### src/rtl/pattern_pwm_pkg.sv
// Shared definitions for the pattern PWM link, used by both transmitter and receiver
// so that both ends agree on frame width, bit period and decode threshold.
package pattern_pwm_pkg;

  typedef enum logic {
    IDLE = 1'b0,
    RECV = 1'b1
  } state_t;

  localparam int PAT_W_DEF      = 8;
  localparam int BIT_CYCLES_DEF = 10;
  localparam int THRESH_DEF     = 5;

endpackage

### src/rtl/pwm_edge_sync.sv
// Line conditioning for the PWM receiver: optional 2-flop synchronizer
// (PATTERN_PWM_RX_SYNC_EN) followed by a one-cycle delay for rising-edge detection.
module pwm_edge_sync (
  input  logic clk,
  input  logic rst,
  input  logic pwm_in,
  output logic pwm_s,
  output logic rise
);

  logic pwm_d_reg;

`ifdef PATTERN_PWM_RX_SYNC_EN
  logic [1:0] sync_reg;

  always_ff @(posedge clk) begin
    if (rst) begin
      sync_reg <= 2'b00;
    end else begin
      sync_reg <= {sync_reg[0], pwm_in};
    end
  end

  assign pwm_s = sync_reg[1];
`else
  assign pwm_s = pwm_in;
`endif

  always_ff @(posedge clk) begin
    if (rst) begin
      pwm_d_reg <= 1'b0;
    end else begin
      pwm_d_reg <= pwm_s;
    end
  end

  assign rise = pwm_s & ~pwm_d_reg;

endmodule

### src/rtl/pattern_pwm_rx.sv
// Pattern PWM receiver: decodes duty-cycle encoded bits, MSB first, into PAT_W-bit patterns.
// Define PATTERN_PWM_RX_SYNC_EN to synchronize pwm_in (adds 2 cycles of latency).
module pattern_pwm_rx
  import pattern_pwm_pkg::*;
#(
  parameter int PAT_W      = PAT_W_DEF,
  parameter int BIT_CYCLES = BIT_CYCLES_DEF,
  parameter int THRESH     = THRESH_DEF
) (
  input  logic             clk,
  input  logic             rst,
  input  logic             rx_en,
  input  logic             pwm_in,
  output logic [PAT_W-1:0] pat_out,
  output logic             pat_valid,
  output logic             busy,
  output logic             err
);

  localparam int CW = $clog2(BIT_CYCLES + 1);
  localparam int BW = (PAT_W > 1) ? $clog2(PAT_W) : 1;

  localparam logic [CW-1:0] LAST_CYC = CW'(BIT_CYCLES - 1);
  localparam logic [CW-1:0] FULL_HI  = CW'(BIT_CYCLES);
  localparam logic [CW-1:0] THRESH_C = CW'(THRESH);
  localparam logic [BW-1:0] LAST_BIT = BW'(PAT_W - 1);

  logic pwm_s;
  logic rise;

  state_t           state_reg, state_next;
  logic [CW-1:0]    cyc_cnt_reg, cyc_cnt_next;
  logic [CW-1:0]    hi_cnt_reg, hi_cnt_next;
  logic [BW-1:0]    bit_idx_reg, bit_idx_next;
  logic [PAT_W-1:0] shift_reg, shift_next;
  logic             done_reg, done_next;
  logic [PAT_W-1:0] pat_out_reg, pat_out_next;
  logic             pat_valid_reg, pat_valid_next;
  logic             err_det;

  logic [CW-1:0]    hi_now;
  logic             bit_val;
  logic [PAT_W:0]   shift_ext;

  pwm_edge_sync u_edge (
    .clk    (clk),
    .rst    (rst),
    .pwm_in (pwm_in),
    .pwm_s  (pwm_s),
    .rise   (rise)
  );

  always_ff @(posedge clk) begin
    if (rst) begin
      state_reg <= IDLE;
    end else begin
      state_reg <= state_next;
    end
  end

  always_ff @(posedge clk) begin
    if (rst) begin
      cyc_cnt_reg   <= '0;
      hi_cnt_reg    <= '0;
      bit_idx_reg   <= '0;
      shift_reg     <= '0;
      done_reg      <= 1'b0;
      pat_out_reg   <= '0;
      pat_valid_reg <= 1'b0;
    end else begin
      cyc_cnt_reg   <= cyc_cnt_next;
      hi_cnt_reg    <= hi_cnt_next;
      bit_idx_reg   <= bit_idx_next;
      shift_reg     <= shift_next;
      done_reg      <= done_next;
      pat_out_reg   <= pat_out_next;
      pat_valid_reg <= pat_valid_next;
    end
  end

  always_comb begin
    state_next     = state_reg;
    cyc_cnt_next   = cyc_cnt_reg;
    hi_cnt_next    = hi_cnt_reg;
    bit_idx_next   = bit_idx_reg;
    shift_next     = shift_reg;
    done_next      = done_reg;
    pat_out_next   = pat_out_reg;
    pat_valid_next = 1'b0;
    err_det        = 1'b0;
    hi_now         = hi_cnt_reg + CW'(pwm_s);
    bit_val        = (hi_now >= THRESH_C);
    shift_ext      = {shift_reg, bit_val};

    case (state_reg)
      IDLE: begin
        cyc_cnt_next = '0;
        hi_cnt_next  = '0;
        bit_idx_next = '0;
        done_next    = 1'b0;
        // The edge cycle itself is bit cycle 0 and is already high.
        if (rx_en && rise) begin
          state_next   = RECV;
          cyc_cnt_next = CW'(1);
          hi_cnt_next  = CW'(1);
        end
      end
      RECV: begin
        if (!rx_en) begin
          state_next = IDLE;
        end else if (cyc_cnt_reg == '0) begin
          // Boundary cycle: a new bit must start here unless the frame just completed.
          if (rise) begin
            cyc_cnt_next = CW'(1);
            hi_cnt_next  = CW'(1);
            done_next    = 1'b0;
          end else begin
            state_next = IDLE;
            err_det    = !done_reg;
          end
        end else if (cyc_cnt_reg == LAST_CYC) begin
          cyc_cnt_next = '0;
          hi_cnt_next  = '0;
          if (hi_now == FULL_HI) begin
            state_next   = IDLE;
            err_det      = 1'b1;
            bit_idx_next = '0;
          end else begin
            shift_next = shift_ext[PAT_W-1:0];
            if (bit_idx_reg == LAST_BIT) begin
              pat_out_next   = shift_ext[PAT_W-1:0];
              pat_valid_next = 1'b1;
              done_next      = 1'b1;
              bit_idx_next   = '0;
            end else begin
              bit_idx_next = bit_idx_reg + BW'(1);
            end
          end
        end else begin
          cyc_cnt_next = cyc_cnt_reg + CW'(1);
          hi_cnt_next  = hi_now;
        end
      end
      default: state_next = IDLE;
    endcase
  end

  always_comb begin
    busy = (state_reg == RECV);
    err  = err_det;
  end

  assign pat_out   = pat_out_reg;
  assign pat_valid = pat_valid_reg;

endmodule

### config.mk
export PLATFORM = sky130hd
export DESIGN_NAME = pattern_pwm_rx
export DESIGN_NICKNAME = d
export VERILOG_FILES = /design/src/rtl/pattern_pwm_pkg.sv /design/src/rtl/pwm_edge_sync.sv /design/src/rtl/pattern_pwm_rx.sv
export SDC_FILE = /design/constraint.sdc
export NUM_CORES = 1
export LEC_CHECK = 0
export ABC_AREA = 1
export BUFFER_PORTS_ARGS = -buffer_cell sky130_fd_sc_hd__buf_4
export CORE_UTILIZATION = 54
export CTS_CLUSTER_SIZE = 30
export DETAILED_ROUTE_END_ITERATION = 12
export PLACE_DENSITY = 0.74
export SLEW_MARGIN = 20
export SYNTH_ARGS = -nofsm -noshare
export SYNTH_HDL_FRONTEND = slang
export SYNTH_SLANG_ARGS = --single-unit
### constraint.sdc
create_clock -name clk -period 3.5 [get_ports clk]
set_input_delay 0.175 -clock clk [delete_from_list [all_inputs] [get_ports clk]]
set_output_delay 0.175 -clock clk [all_outputs]
set_load 0.01 [all_outputs]
; ---- Word-level counts from Yosys, hierarchy flattened
; Cells that the tools add are included.
[word_totals]
inputBits = 4
ff_bits = 30
mem_bits_ro = 0
output_inout_bits = 11
wordCells = 76
latch_bits = 0
mem_bits_rw = 0
mem_count = 0
[classes]
add_sub_neg = 3
n_mul = 0
mux = 37
magnitude_cmp = 1
bitwise_logic = 7
n_shift = 0
div_mod_pow = 0
reduce_logical = 9
n_eq_ne = 10
[ops]
columns = operator, n
row1 = $mux W4, 7
row2 = $mux W1, 20
row3 = $pmux W4 S2, 2
row4 = $mux W3, 5
row5 = $reduce_and A5 Y1, 2
row6 = $eq A4 B4 Y1 const B, 2
row7 = $ne A3 B1 Y1 const B, 2
row8 = $ne A3 B3 Y1 const B, 2
row9 = $not A1 Y1, 6
row10 = $pmux W3 S2, 1
row11 = $reduce_and A6 Y1, 1
row12 = $reduce_or A6 Y1, 1
row13 = $add A4 B1 Y4, 1
row14 = $add A4 B1 Y4 const B, 1
row15 = $ge A4 B3 Y1 const B, 1
row16 = $logic_not A4 Y1, 1
row17 = $ne A2 B2 Y1 const B, 2
row18 = $pmux W1 S2, 2
row19 = $add A3 B1 Y3 const B, 1
row20 = $eq A3 B3 Y1 const B, 1
row21 = $reduce_and A3 Y1, 1
row22 = $ne A2 B1 Y1 const B, 1
row23 = $reduce_and A2 Y1, 1
row24 = $and A1 B1 Y1, 1
row25 = 2 further kinds, 2

; ---- Logic depth before layout (Yosys ltp)
; Gate-level depths: netlist of run 1.
[logic_depth]
ltp_word = 7
depth_mapped = 11
ltp_nobuf = 11

; ---- Modules after synthesis
; From an unflattened synthesis of run 1, not the netlist that was laid out.
[hier_totals]
cells_unflattened = 184
hier_area_um2 = 1492.7
[modules_own_cells]
columns = mod, seq_area_each_um2, area_each_um2, instances, cells_each
row1 = pattern_pwm_rx, 580.6, 1453.9, 1, 179
row2 = pwm_edge_sync, 20.0, 38.8, 1, 5

; ---- Least setup slack after synthesis of run 1
; No wires, ideal clock.
[synth_path]
path_type = register to register
from = register hi_cnt_reg[0]
to = register shift_reg[0]
period_less_slack_ps = 1544
stages_incl_launch_ff = 9
n_path_buf = 1
t_required_ps = 3384
t_arrival_ps = 1428
setup_time_ps = 116
slack_ps = 1956
cell_sequence = dfxtp_1 > ha_1 > ha_1 > nand2_1 > nor2_4 > nand2_4 > buf_4 > a21oi_1 > nor2_1
[synth_via]
elab_chain_cells = 4
word_cells_on_any_way = 5
classes_between = 1 x add/sub / 1 x order compare / 1 x eq/ne / 1 x bitwise / 1 x reduce/logical
[synth_lines]
columns = item, line_no
row1 = from (decl), pattern_pwm_rx.sv:33  ; logic [CW-1:0] hi_cnt_reg, hi_cnt_next;
row2 = from (signal assigned), pattern_pwm_rx.sv:72  ; hi_cnt_reg <= hi_cnt_next;
row3 = $add A4 B1 Y4 (*), pattern_pwm_rx.sv:91  ; hi_now = hi_cnt_reg + CW'(pwm_s);
row4 = $eq A4 B4 Y1, pattern_pwm_rx.sv:124  ; if (hi_now == FULL_HI) begin
row5 = $not A1 Y1 (no source line), --
row6 = $reduce_and A5 Y1 (no source line), --
row7 = to (signal assigned), pattern_pwm_rx.sv:74  ; shift_reg <= shift_next;
row8 = to (decl), pattern_pwm_rx.sv:35  ; logic [PAT_W-1:0] shift_reg, shift_next;
; Mark *: on every way between the ends. The rest lies on a longest branch, timed or not.
; A chain may end at the register's enable or synchronous reset.

; ---- Worst setup path after layout of run 1
[layout_path]
from = register hi_cnt_reg[0]
to = output port err
[layout_via]
elab_chain_cells = 7
[layout_lines]
columns = item, line_no
row1 = $add A4 B1 Y4, pattern_pwm_rx.sv:91
row2 = $eq A4 B4 Y1, pattern_pwm_rx.sv:124
row3 = $mux W1, pattern_pwm_rx.sv:124
row4 = $mux W1, pattern_pwm_rx.sv:121  ; end else if (cyc_cnt_reg == LAST_CYC) begin
row5 = $mux W1, pattern_pwm_rx.sv:111  ; end else if (cyc_cnt_reg == '0) begin
row6 = $mux W1, pattern_pwm_rx.sv:109  ; if (!rx_en) begin
row7 = $mux W1, pattern_pwm_rx.sv:95  ; case (state_reg)
row8 = to (decl), pattern_pwm_rx.sv:17  ; output logic err
; No other way between the ends.

==> impl_metrics.toml, run 1 <==
[logic_synthesis]
netlist_instances = 184
syn_area_per_cell_um2 = 8.11
syn_area_um2 = 1490
async_reset_ff_share_pct = 0
ys_types = 28
synthTopCellsByCount = "dfxtp_1, nand2_1, a21oi_1, inv_1, nand3_1"
yosys_warnings = 0
synth_top_area_share_pct = 40.2
synth_most_common_cell = "dfxtp_1"
ys_ff_latch = 30
synth_top_flop_cell = "dfxtp_1"
synth_top_cell_by_area = "dfxtp_1"
syn_nets = 195
yosysSeqAreaShare_pct = 40.2
synth_edf_count = 0
synthTopCellsByArea = "dfxtp_1, nand2_1, ha_1, a21oi_1, nand3_1"

[global_routing]
gr-total-overflow = 0
antenna_found_initial = 0
grt_pass1_vias = 1075
grt_pass1_wl_mm = 4.52
grt_start_max_net_pins = 19
track_usage_pct = 22.1

[floorplanning]
die-area_um2 = 2980
fp-row-count = 18
pin_count = 15
die_x_um = 54.6
initial_core_util_pct = 58.7
design.core.area_um2 = 2540
dieHeight_um = 54.6

[route]
totalWireLength_mm = 2.83
vias_per_cell = 5.45
top_layer_used = "met4"
vias = 1253
ant_nets = 0
wl_per_cell_um = 12.3
wl_met2_mm = 1.30
wl_met1_mm = 1.35
dr_wl_met3_um = 119
first_iter_violations = 34
drcViolationCount = 0
dr.pass1.iters = 4

[clocking]
cts-root-buf = "clkbuf_4"
cts_max_level = 2
clk_pin_slew_worst_paths_ns = 0.10
cts_buffer_depth = 2
numCtsBuffers = 5
hold_buffers = 0
cts_resized = 0
cts_tree = "built"
cts.sinks = 30
cts_setup_buffers = 0
clock_latency_ns = 0.34

[setup_path]
r2r_end = "pat_out[0]$_SDFFE_PP0P_"
worstPathArrival_ns = 1.93
required_ns = 3.32
r2r_slack_ns = 1.54
rr_startpoint = "hi_cnt_reg[0]$_SDFFE_PP0P_"
crit_type = "register to output pin"
crit_fanout = 3
cp-start-kind = "register"
reg2regPathDepth = 8
endpoint_kind = "output pin"

[final_layout]
largest_reg_flops = 8
finalNetCount = 210
fillerInstances = 223
design_area_um2 = 1660
drive_gt1_share_pct = 26.5
n_antenna_cell = 0
syn_to_final_growth_pct = 10.9
multi_input_area_um2 = 773
layout.cells.non_filler = 230
regArea_um2 = 601
fin_util_pct = 65.0

[min_path]
min_from = "pwm_in"
hold_depth = 3
min_path_type = "input pin to register"
hold-path-endpoint = "u_edge.pwm_d_reg$_SDFF_PP0_"

[power]
clkPwrFrac_pct = 35.7
p_switching_mw = 0.163
p_leak_nw = 0.673
power.density_nw_per_um2 = 376
ir_worst_vdd_mv = 0.294
swShare_pct = 26.2
finalPower_mw = 0.622
p_seq_share_pct = 56.0
p_int_mw = 0.460
comb_power_share_pct = 8.3

[timing]
finalSetupTns_ns = 0
rsz0062_at_grt = "false"
relSlewSlack_pct = 75.6
setup_ws_ns = 1.39
drv_slew = 0
hold_viol = 0
max_clock_freq_ghz = 0.475
fin_crit_ns = 2.11
finClkSkew_ns = 0.0124
worst_slew_pin_slew_ns = 0.363
finalSetupViolations = 0
timing.final.crit_share_pct = 60.2
hold_slack_ns = 0.0734

[outcome]
outcome = "finished clean"

[placement]
place_inst = 222
hpwl_mm = 2.04
io_buffers = 14
dp_slack_ns = 1.56
post_dp_cell_area_um2 = 1590
place_congestion = 0.779

[job]
max-cap-violations = 0
area by class of cell:
| cell class | instances | area share (%) |
|---|---|---|
| repair buffers | 14 | 6.35 |
| clock buffers | 6 | 3.10 |
| well taps | 30 | 2.27 |
| clock inverters | 2 | 0.756 |
| inverters | 20 | 4.54 |
| multi-input cells | 128 | 46.7 |
| flip-flops and latches | 30 | 36.3 |
cells in the final DEF, fill, tap and decap left out, drive strengths merged:
master / instances
xor2: 2
a21oi: 24
or2: 1
clkinvlp: 1
ha: 7
nor2: 17
nor3: 2
nand3: 17
nand2: 36
inv: 20
clkinv: 1
nand4: 8
dfxtp: 30
o21ai: 12
buf: 14
a31oi: 2
clkbuf: 6
power groups by stage:
| stage | Combinational [mW] | Sequential (mW) | Clock (mW) |
|---|---|---|---|
| finish | 0.0516 | 0.349 | 0.222 |
| global placement | 0.0502 | 0.356 | 0 |
| detailed placement | 0.0517 | 0.357 | 0 |
| floorplan | 0.0394 | 0.356 | 0 |
| global route | 0.0587 | 0.350 | 0.239 |
| CTS | 0.0519 | 0.349 | 0.226 |
kinds of logic after synthesis:
family,Yosys count,synth area share [%]
simple gates,81,29.1
flops,30,40.2
buf+inv,26,7.96
compound gates,38,15.7
fa+ha+maj,7,5.87
xor+xnor,2,1.17
worst max-delay path: stages, from the launching register on:
cell and delay (ns):
dfxtp_1 0.33, ha_1 0.21, ha_1 0.32, nand2_1 0.10, nor2_4 0.15, nand3_1 0.10
nand2_1 0.09, nand2_1 0.06, nor2_1 0.10, buf_4 0.13
worst max path at each step:
stage | start | endpoint | slack (ns)
floorplan | hi_cnt_reg[0]$_SDFFE_PP0P_ | shift_reg[0]$_SDFFE_PP0P_ | 1.96
detailed placement | pwm_in | pat_out[0]$_SDFFE_PP0P_ | 1.56
finish | hi_cnt_reg[0]$_SDFFE_PP0P_ | err | 1.39
global placement | pwm_in | pat_out[0]$_SDFFE_PP0P_ | 1.66
CTS | hi_cnt_reg[0]$_SDFFE_PP0P_ | err | 1.37
global route | hi_cnt_reg[0]$_SDFFE_PP0P_ | err | 1.30
per-layer routing:
layer  vias to the layer above  GRT usage (%)
met2                        28           34.3
met1                       578           27.2
met5                         -              0
li1                        640              -
met3                         7           5.83
met4                         0           12.8
Power figures use the tool's default switching activity.
==> inputs of run 2 (changes only) <==
==> constraint.sdc (replaced) <==
create_clock -name clk -period 2.17 [get_ports clk]
set_input_delay 0.1085 -clock clk [delete_from_list [all_inputs] [get_ports clk]]
set_output_delay 0.1085 -clock clk [all_outputs]
set_load 0.01 [all_outputs]
==> impl_metrics.toml, run 2 (same netlist as run 1, synthesis figures left out) <==
[setup_path]
cp_cell_sequence = "ha_1, ha_1, nand2_1, nor2_4, nand3_1, nand2_1, nand2_1, nor2_1, buf_4"
r2r_end = "pat_out[0]$_SDFFE_PP0P_"
critical_path.max_stage_delay_ns = 0.34
slowest_stage = "ha_1"
path_common_cell = "nand2_1"
required_ns = 2.06
r2r_slack_ns = 0.22
reg2regPathDepth = 8
worstPathArrival_ns = 1.92
crit_fanout = 3
path_delay_family = "simple AND/OR/NAND/NOR gates"
critPathBufInv = 1
endpoint_kind = "output pin"
crit_type = "register to output pin"
rr_startpoint = "hi_cnt_reg[0]$_SDFFE_PP0P_"
cp-start-kind = "register"

[timing]
hold_viol = 0
rsz0062_at_grt = "false"
finalSetupViolations = 0
relSlewSlack_pct = 74.2
worst_slew_pin_slew_ns = 0.384
timing.final.crit_share_pct = 93.6
finalSetupTns_ns = 0
fin_crit_ns = 2.03
max_clock_freq_ghz = 0.492
drv_slew = 0
finClkSkew_ns = 0.0113
hold_slack_ns = 0.0335

[min_path]
min_path_type = "input pin to register"
hold-path-endpoint = "u_edge.pwm_d_reg$_SDFF_PP0_"
hold_depth = 3
min_from = "pwm_in"

[final_layout]
drive_gt1_share_pct = 26.1
largest_reg_flops = 8
finalNetCount = 210
layout.cells.non_filler = 229
fillerInstances = 220
n_antenna_cell = 0
syn_to_final_growth_pct = 12.1
layout_commonest_cell = "dfxtp_1"
layout_common_cells = "dfxtp_1, nand2_1, inv_1, a21oi_1, nand3_1"

[clocking]
cts_buffer_depth = 2
hold_buffers = 0
clock_latency_ns = 0.32
cts_resized = 0
cts-root-buf = "clkbuf_4"
numCtsBuffers = 5
cts_tree = "built"
cts_max_level = 2
clk_pin_slew_worst_paths_ns = 0.10
cts_setup_buffers = 0
cts.sinks = 30

[power]
finalPower_mw = 1.10
power.density_nw_per_um2 = 656
ir_worst_vdd_mv = 0.537
p_leak_nw = 0.683

[floorplanning]
dieHeight_um = 54.6
pin_count = 15
initial_core_util_pct = 58.7
die_x_um = 54.6
die-area_um2 = 2980
design.core.area_um2 = 2540
fp-row-count = 18

[route]
vias = 1258
drcViolationCount = 0
dr.pass1.iters = 4
ant_nets = 0
vias_per_cell = 5.49
wl_per_cell_um = 12.7
first_iter_violations = 21
totalWireLength_mm = 2.91

[outcome]
outcome = "finished clean"

[global_routing]
gr-total-overflow = 0
grt_pass1_vias = 1094
track_usage_pct = 22.9
grt_start_max_net_pins = 19
grt_pass1_wl_mm = 4.65
antenna_found_initial = 0

[placement]
hpwl_mm = 2.09
place_inst = 222
io_buffers = 14
place_congestion = 0.793

[job]
max-cap-violations = 0
## run 2: cell count changes in the layout (fill, tap and decap cells not counted)
cell | before | now
clkinvlp_4 | 1 | 0
clkinv_2 | 1 | 0
bufinv_16 | 0 | 1
## run 2: area by class of cell
cell class	instances	area [um^2]	area share, %
clock buffer	6	51.3	3.07
clock inverter	1	30.0	1.80
inverter	20	75.1	4.49
multi-input combinational	128	773	46.2
sequential	30	601	35.9
tap	30	37.5	2.24
timing repair buffer	14	105	6.28
## run 2: through the flow
stage	worst slack (ns)	utilization [%]	cell area, um^2
final	0.139	65.7	1670
after global routing	0.00240	65.7	1670
after CTS	0.121	65.7	1670
after detailed placement	0.271	62.5	1590
after global placement	0.346	62.5	1590
after floorplan	0.626	-	1490
## run 2: layer usage
metal  wire length [um]  vias to the layer above  track usage [%]
li1                   -                      643                -
met1               1330                      596             26.2
met2               1470                       17             39.0
met3                 88                        2             8.33
met4                 15                        0             7.69
met5                  0                        -                0
## run 2: report_power, final
part	internal, mW	switching (mW)	total, mW
registers	0.556	0.00584	0.562
logic	0.0294	0.0561	0.0855
clock network	0.268	0.181	0.450
## run 2: worst max-delay path by stage
stage	endpoint	depth (start not counted)	slack, ns	start
global route	err	9	0.002	hi_cnt_reg[0]$_SDFFE_PP0P_
floorplan	shift_reg[0]$_SDFFE_PP0P_	8	0.63	hi_cnt_reg[0]$_SDFFE_PP0P_
CTS	err	9	0.12	hi_cnt_reg[0]$_SDFFE_PP0P_
detailed placement	pat_out[0]$_SDFFE_PP0P_	8	0.27	hi_cnt_reg[0]$_SDFFE_PP0P_
global placement	pat_out[0]$_SDFFE_PP0P_	8	0.35	hi_cnt_reg[0]$_SDFFE_PP0P_
finish	err	9	0.14	hi_cnt_reg[0]$_SDFFE_PP0P_
## run 2: worst register-to-register path: cells and delay by family, from the launching register on
family | cells | cell delay (ns)
flip-flops | 1 | 0.32
adder cells (fa/ha/maj) | 2 | 0.54
AND/OR/NAND/NOR | 4 | 0.67
AO/OA/AOI/OAI | 2 | 0.32
==> inputs of run 3 (changes only) <==
--- a/config.mk
+++ b/config.mk
@@ -7,10 +7,10 @@
 export LEC_CHECK = 0
 export ABC_AREA = 1
 export BUFFER_PORTS_ARGS = -buffer_cell sky130_fd_sc_hd__buf_4
-export CORE_UTILIZATION = 54
+export CORE_UTILIZATION = 55
 export CTS_CLUSTER_SIZE = 30
 export DETAILED_ROUTE_END_ITERATION = 12
-export PLACE_DENSITY = 0.74
+export PLACE_DENSITY = 0.75
 export SLEW_MARGIN = 20
 export SYNTH_ARGS = -nofsm -noshare
 export SYNTH_HDL_FRONTEND = slang
==> impl_metrics.toml, run 3 (same netlist as run 1, synthesis figures left out) <==
[outcome]
outcome = "finished clean"

[clocking]
numCtsBuffers = 5
cts.sinks = 30
hold_buffers = 0
cts-root-buf = "clkbuf_4"
cts_buffer_depth = 2
cts_max_level = 2
cts_resized = 0
clk_pin_slew_worst_paths_ns = 0.09
cts_setup_buffers = 0
clock_latency_ns = 0.33
cts_tree = "built"

[setup_path]
slowest_stage = "dfxtp_1"
crit_type = "register to output pin"
crit_fanout = 3
cp-start-kind = "register"
critical_path.max_stage_delay_ns = 0.32
required_ns = 2.06
path_delay_family = "simple AND/OR/NAND/NOR gates"
worstPathArrival_ns = 1.86
path_common_cell = "nand2_1"
cp_cell_sequence = "ha_1, ha_1, nand2_1, nor2_4, nand3_1, nand2_1, nand2_1, nor2_1, buf_4"
critPathBufInv = 1
endpoint_kind = "output pin"

[final_layout]
regArea_um2 = 601
design_area_um2 = 1650
fillerInstances = 217
n_antenna_cell = 0
largest_reg_flops = 8
syn_to_final_growth_pct = 10.6
drive_gt1_share_pct = 26.0
layout_commonest_cell = "dfxtp_1"
multi_input_area_um2 = 773
layout_common_cells = "dfxtp_1, nand2_1, inv_1, a21oi_1, nand3_1"
finalNetCount = 210
layout.cells.non_filler = 230

[floorplanning]
design.core.area_um2 = 2520
pin_count = 15
fp-row-count = 18
dieHeight_um = 54.1
die-area_um2 = 2930
initial_core_util_pct = 59.2
die_x_um = 54.1

[timing]
rsz0062_at_grt = "false"
max_clock_freq_ghz = 0.507
fin_crit_ns = 1.97
finalSetupTns_ns = 0
finalSetupViolations = 0
hold_viol = 0
worst_slew_pin_slew_ns = 0.404
drv_slew = 0
timing.final.crit_share_pct = 90.9
finClkSkew_ns = 0.00881
relSlewSlack_pct = 72.8

[placement]
post_dp_cell_area_um2 = 1590
hpwl_mm = 2.02
place_inst = 222
io_buffers = 14
place_congestion = 0.823

[global_routing]
grt_start_max_net_pins = 19
grt_pass1_wl_mm = 4.67
gr-total-overflow = 0
track_usage_pct = 23.4
antenna_found_initial = 0
grt_pass1_vias = 1085

[route]
ant_nets = 0
first_iter_violations = 27
totalWireLength_mm = 2.79
wl_per_cell_um = 12.1
dr.pass1.iters = 4
drcViolationCount = 0
vias_per_cell = 5.47
vias = 1259

[job]
max-cap-violations = 0

[power]
power.density_nw_per_um2 = 603
p_leak_nw = 0.674
ir_worst_vdd_mv = 0.472

[min_path]
min_path_type = "input pin to register"
run 3: changes by cell type in the layout (fill, tap and decap cells not counted), sizes merged:
cell	before	now
bufinv	1	0
clkbuf	6	7
clkinv	0	1
run 3: worst register-to-register path: cells and delay by family (launching register included):
kind | cells | cell delay (ns)
AOI/OAI and AO/OA | 2 | 0.36
adders and majority gates | 2 | 0.52
DFF | 1 | 0.32
and+or+nand+nor | 4 | 0.65
run 3: metal layers:
| layer | wire length [um] | share of wire, % | vias up | global-route usage (%) |
|---|---|---|---|---|
| met4 | 73 | 2.6 | 0 | 14.1 |
| met3 | 121 | 4.3 | 8 | 5.93 |
| met2 | 1220 | 44 | 27 | 34.8 |
| met5 | 0 | 0 | - | 0 |
| met1 | 1370 | 49 | 577 | 30.1 |
| li1 | - | - | 647 | - |
run 3: final cells by class:
class / instances / share of cell area [%]
Sequential cell: 30 / 36.4
Tap cell: 30 / 2.27
Timing Repair Buffer: 14 / 6.36
Clock buffer: 7 / 3.33
Clock inverter: 1 / 0.303
Inverter: 20 / 4.55
Multi-Input combinational cell: 128 / 46.8
run 3: final timing paths:
check,start,end,slack [ns],cells past startpoint
min reg2reg,pat_out[0]$_SDFFE_PP0P_,pat_out[0]$_SDFFE_PP0P_,0.45,2
min,pwm_in,u_edge.pwm_d_reg$_SDFF_PP0_,0.04,3
max,hi_cnt_reg[0]$_SDFFE_PP0P_,err,0.20,9
max reg2reg,hi_cnt_reg[0]$_SDFFE_PP0P_,pat_out[0]$_SDFFE_PP0P_,0.23,8
run 3: power by group:
part           internal [mW]  total (mW)  switching (mW)
sequential             0.556       0.562         0.00545
combinational         0.0293      0.0847          0.0553
clock                  0.157       0.350           0.193
total                  0.742       0.996           0.254
run 3: metrics by stage:
step	worst slack (ns)	util [%]	hold WS, ns	total power, mW
floorplan	0.626	-	0.243	0.638
global placement	0.351	63.1	0.362	0.656
detailed placement	0.258	63.1	0.373	0.658
CTS	0.180	65.5	0.0183	1.01
global route	0.0616	65.5	0.0521	1.04
finish	0.197	65.5	0.0385	0.996
